$ cat src/rtl/fix_line_fetch.sv
// Fix-layer scanline fetcher: walks NCOLS tile-map entries, fetches two 4-pixel
// ROM words per tile and streams {palette,colour} pixels into the line buffer.
module fix_line_fetch #(
    parameter int NCOLS     = 40,
    parameter bit SKIP_ZERO = 1'b0
) (
    input  logic        clk,
    input  logic        rst,
    input  logic        line_start,
    input  logic [7:0]  line_num,
    output logic        vreq,
    output logic [10:0] vaddr,
    input  logic        vack,
    input  logic [15:0] vdata,
    output logic        msreq,
    output logic [16:0] msaddr,
    input  logic        msack,
    input  logic [15:0] msdata,
    output logic        pxwe,
    output logic [8:0]  pxaddr,
    output logic [7:0]  pxdata,
    output logic        busy,
    output logic        done
);
    localparam int NUM_LANES = 4;
    localparam int VEC_W     = 8;
    localparam logic [5:0] LAST_COL = 6'(NCOLS - 1);

    typedef enum logic [2:0] {IDLE, MAPREQ, ROMREQ, WRITE, NEXT} state_t;

    state_t      state;
    logic [7:0]  ln;
    logic [5:0]  col;
    logic        half;
    logic [1:0]  k;
    logic [3:0]  pal;
    logic [11:0] tile;
    logic [15:0] word;

    logic [NUM_LANES-1:0][VEC_W-1:0] lane_px;
    logic [NUM_LANES-1:0]            lane_opaque;

    // One lane per pixel slot of the latched ROM word; WRITE picks lane k.
    for (genvar i = 0; i < NUM_LANES; i++) begin : g_lane
        assign lane_px[i]     = {pal, word[4*i +: 4]};
        assign lane_opaque[i] = |word[4*i +: 4];
    end

    always_ff @(posedge clk or posedge rst) begin
        if (rst) begin
            state  <= IDLE;
            ln     <= '0;
            col    <= '0;
            half   <= 1'b0;
            k      <= '0;
            pal    <= '0;
            tile   <= '0;
            word   <= '0;
            vreq   <= 1'b0;
            vaddr  <= '0;
            msreq  <= 1'b0;
            msaddr <= '0;
            pxwe   <= 1'b0;
            pxaddr <= '0;
            pxdata <= '0;
            busy   <= 1'b0;
            done   <= 1'b0;
        end else begin
            pxwe <= 1'b0;
            done <= 1'b0;
            case (state)
                IDLE: begin
                    // A start landing on the done cycle is dropped, not queued.
                    if (line_start && !done) begin
                        ln    <= line_num;
                        col   <= '0;
                        half  <= 1'b0;
                        busy  <= 1'b1;
                        vreq  <= 1'b1;
                        vaddr <= {6'd0, line_num[7:3]};
                        state <= MAPREQ;
                    end
                end
                MAPREQ: begin
                    if (vack) begin
                        vreq   <= 1'b0;
                        pal    <= vdata[15:12];
                        tile   <= vdata[11:0];
                        half   <= 1'b0;
                        msreq  <= 1'b1;
                        msaddr <= {vdata[11:0], ln[2:0], 1'b0, 1'b0};
                        state  <= ROMREQ;
                    end
                end
                ROMREQ: begin
                    if (msack) begin
                        msreq <= 1'b0;
                        word  <= msdata;
                        k     <= '0;
                        state <= WRITE;
                    end
                end
                WRITE: begin
                    pxwe   <= !SKIP_ZERO || lane_opaque[k];
                    pxaddr <= {col, half, k};
                    pxdata <= lane_px[k];
                    k      <= k + 2'd1;
                    if (k == 2'd3) begin
                        if (!half) begin
                            half   <= 1'b1;
                            msreq  <= 1'b1;
                            msaddr <= {tile, ln[2:0], 1'b0, 1'b1};
                            state  <= ROMREQ;
                        end else begin
                            state <= NEXT;
                        end
                    end
                end
                NEXT: begin
                    if (col == LAST_COL) begin
                        busy  <= 1'b0;
                        done  <= 1'b1;
                        state <= IDLE;
                    end else begin
                        col   <= col + 6'd1;
                        half  <= 1'b0;
                        vreq  <= 1'b1;
                        vaddr <= {col + 6'd1, ln[7:3]};
                        state <= MAPREQ;
                    end
                end
                default: state <= IDLE;
            endcase
        end
    end
endmodule
$ cat config.mk
export PLATFORM = sky130hd
export DESIGN_NAME = fix_line_fetch
export DESIGN_NICKNAME = d
export VERILOG_FILES = /design/src/rtl/fix_line_fetch.sv
export SDC_FILE = /design/constraint.sdc
export NUM_CORES = 1
export LEC_CHECK = 0
export CAP_MARGIN = 40
export CORE_MARGIN = 2
export CORE_UTILIZATION = 47
export CTS_CLUSTER_DIAMETER = 80
export CTS_CLUSTER_SIZE = 20
export DETAILED_ROUTE_END_ITERATION = 7
export GPL_ROUTABILITY_DRIVEN = 0
export MAX_ROUTING_LAYER = met4
export PLACE_DENSITY_LB_ADDON = 0.12
export SLEW_MARGIN = 30
export SYNTH_ARGS = -nofsm -noshare
export SYNTH_HDL_FRONTEND = slang
export SYNTH_SLANG_ARGS = --single-unit
export TNS_END_PERCENT = 1
$ cat constraint.sdc
create_clock -name clk -period 6.6 [get_ports clk]
set_input_delay 1.32 -clock clk [delete_from_list [all_inputs] [get_ports clk]]
set_output_delay 1.32 -clock clk [all_outputs]
set_load 0.03 [all_outputs]
==> qor.csv <==
metric,value,unit
CTS HTree Levels,3,
largest area contributor in the netlist,dfrtp_1,
largest net degree at the start of global routing,81,
Initial Utilization,0.478,
Clock Tree Root,clkbuf_8,
worst path cell trace,clkdlybuf4s50_1,
final hold vios,0,
crit end category,output pin,
post-CTS setup buffers,0,
cell family with most CP delay,buffers and inverters,
WS Path Type,reg2out,
Clock transition at path regs,0.08,ns
"commonest non-fill, non-tap cell in the layout",dfrtp_1,
Power Density,496,nW/um2
drt wl/cell,15.8,um
Avg Inst Size Synth,14.2,um2
Unique masters post-synth,44,
drt first pass iters,4,
row cnt,34,
class of the worst hold path,reg2reg,
Final Worst Setup Slack,3.73,ns
DIE AREA,9500,um2
setup violators final,0,
Post-synth ARST share,1.00,
syn nets,336,
period utilization,0.435,
Final Cell Area,5380,um2
dpl ws,3.32,ns
post-CTS sizing,0,
CP Buf/Inv Count,1,
cell total after placement,480,
final wirelength,7.82,mm
WP data arrival,1.55,ns
minimum clock period,2.87,ns
Worst setup SP type,register,
crit path max-delay cell type,clkdlybuf4s50_1,
static leakage,0.00233,uW
Most used DFF post-synth,dfrtp_1,
most frequent cells in the layout,"dfrtp_1 (95), clkdlybuf4s50_1 (93), mux2_2 (64)",
Area contributors post-synth,"dfrtp_1 (58%), mux2_2 (18%), mux2_4 (3.3%), mux2i_1 (3.2%), mux4_2 (2.2%)",
Cells after Synth,289,
run status,"complete, no violations",
detailed placement HPWL,5.38,mm
max-slew violation count,0,
synth warn,0,
Post-Syn Area,4100,um2
via count,2578,
CTS tree,yes,
setup tns final,0,ns
vias in the first global route,2734,
vias per cell,5.22,
nets,431,
final std cells w/o fill,494,
post-place instance area,5150,um2
TritonCTS buffer count,9,
antenna violations before repair,0,
Total Routing Usage GR,0.179,
total DRC errors in the routed layout,0,
Max Fclk,348,MHz
max_cap viols,0,
drt first-iter violations,82,
RSZ-0062 raised after global routing,no,
Yosys reg bits,95,
io pins,95,
layout cells sized above 1,0.277,
post-synth top area share,0.579,
chip height,97.4,um
Least-Margin Pin Slew,0.713,ns
critical path peak fanout,7,
Core Region,8590,um2
"Seq/Total Area, Yosys",0.579,
area delta synth->final,31.2,%
I/O Buffers,93,
CP peak stage delay,0.72,ns
VDD IR max,0.000339,V
clk sink count,95,
Clock Latency Late Sink,0.35,ns
Post-CTS Hold Buffers,0,
antenna cells,0,
first-pass GRT wire length,13.4,mm
Relative slew margins,0.525,
"antenna viol nets, final",0,
Required @ worst endpoint,5.28,ns
Post-synth EDFFs,0,
Max Root-Sink Buffers,2,
Die W,97.4,um
gr ovfl total,0,
Worst Skew,0.00666,ns
[final timing paths]
path,slack [ns],cells past startpoint,endpoint,start
worst max-delay path,3.73,1,vaddr[8],vaddr[8]
worst min-delay path,0.51,1,word[15],word[15]
worst max register to register,4.56,5,vaddr[2],vaddr[5]
worst min register to register,0.51,1,word[15],word[15]
max in group asynchronous,4.43,3,state[1],rst
min in group asynchronous,1.23,2,vaddr[4],rst
[registers in the layout, summed over array words and instances (netlist names), 2 cells and up]
signal  count
tile       12
word       16
pal         4
pxaddr      9
ln          8
state       3
pxdata      8
k           2
vaddr      11
msaddr     16
[stage by stage]
step / total power [uW] / util / hold slack, ns
finish: 2670 / 0.626 / 0.506
global route: 2830 / 0.626 / 0.525
CTS: 2700 / 0.626 / 0.513
detailed placement: 2250 / 0.600 / 0.492
global placement: 2180 / 0.591 / 0.480
floorplan: 1820 / - / 0.475
[logic make-up (layout without fill, tap and decap cells)]
logic type / Yosys count / count (layout) / synth area share
compound gates: 31 / 31 / 0.0494
xor+xnor: 3 / 3 / 0.00640
fa+ha+maj: 2 / 2 / 0.00610
buf+inv: 20 / 117 / 0.0296
flops: 95 / 95 / 0.579
mux: 91 / 91 / 0.265
other cells: 1 / 1 / 0.000914
simple gates: 46 / 46 / 0.0634
[per-layer routing]
| metal | track usage | vias to the layer above | part of all wire |
|---|---|---|---|
| li1 | - | 1207 | - |
| met1 | 0.236 | 1301 | 0.47 |
| met2 | 0.279 | 60 | 0.48 |
| met3 | 0.0489 | 10 | 0.037 |
| met4 | 0.0427 | 0 | 0.013 |
| met5 | - | - | 0 |
[cell type report]
| class | instances | area, um2 |
|---|---|---|
| fill | 669 | 3210 |
| inverter | 4 | 17.5 |
| sequential | 95 | 2380 |
| clock inverter | 4 | 97.6 |
| tap | 108 | 135 |
| timing repair buffer | 100 | 1030 |
| clock buffer | 9 | 124 |
| multi-input combinational | 174 | 1610 |
[synth_stat cells (all sizes together), types with 2 or more instances]
cell type / n
a21o: 2
a21oi: 17
a22o: 3
and3: 3
buf: 15
dfrtp: 95
ha: 2
inv: 4
mux2: 74
mux2i: 13
mux4: 4
nand2: 2
nand2b: 2
nand3: 2
nand4: 2
nor2: 22
nor2b: 4
nor3: 3
o21ai: 3
xor2: 2
[power breakdown]
group | total [uW] | switching, uW | internal, uW
combinational | 1200 | 565 | 635
sequential | 1030 | 182 | 849
clock | 436 | 190 | 246
total | 2670 | 938 | 1730
No activity file was read; power rests on OpenSTA's default activity.
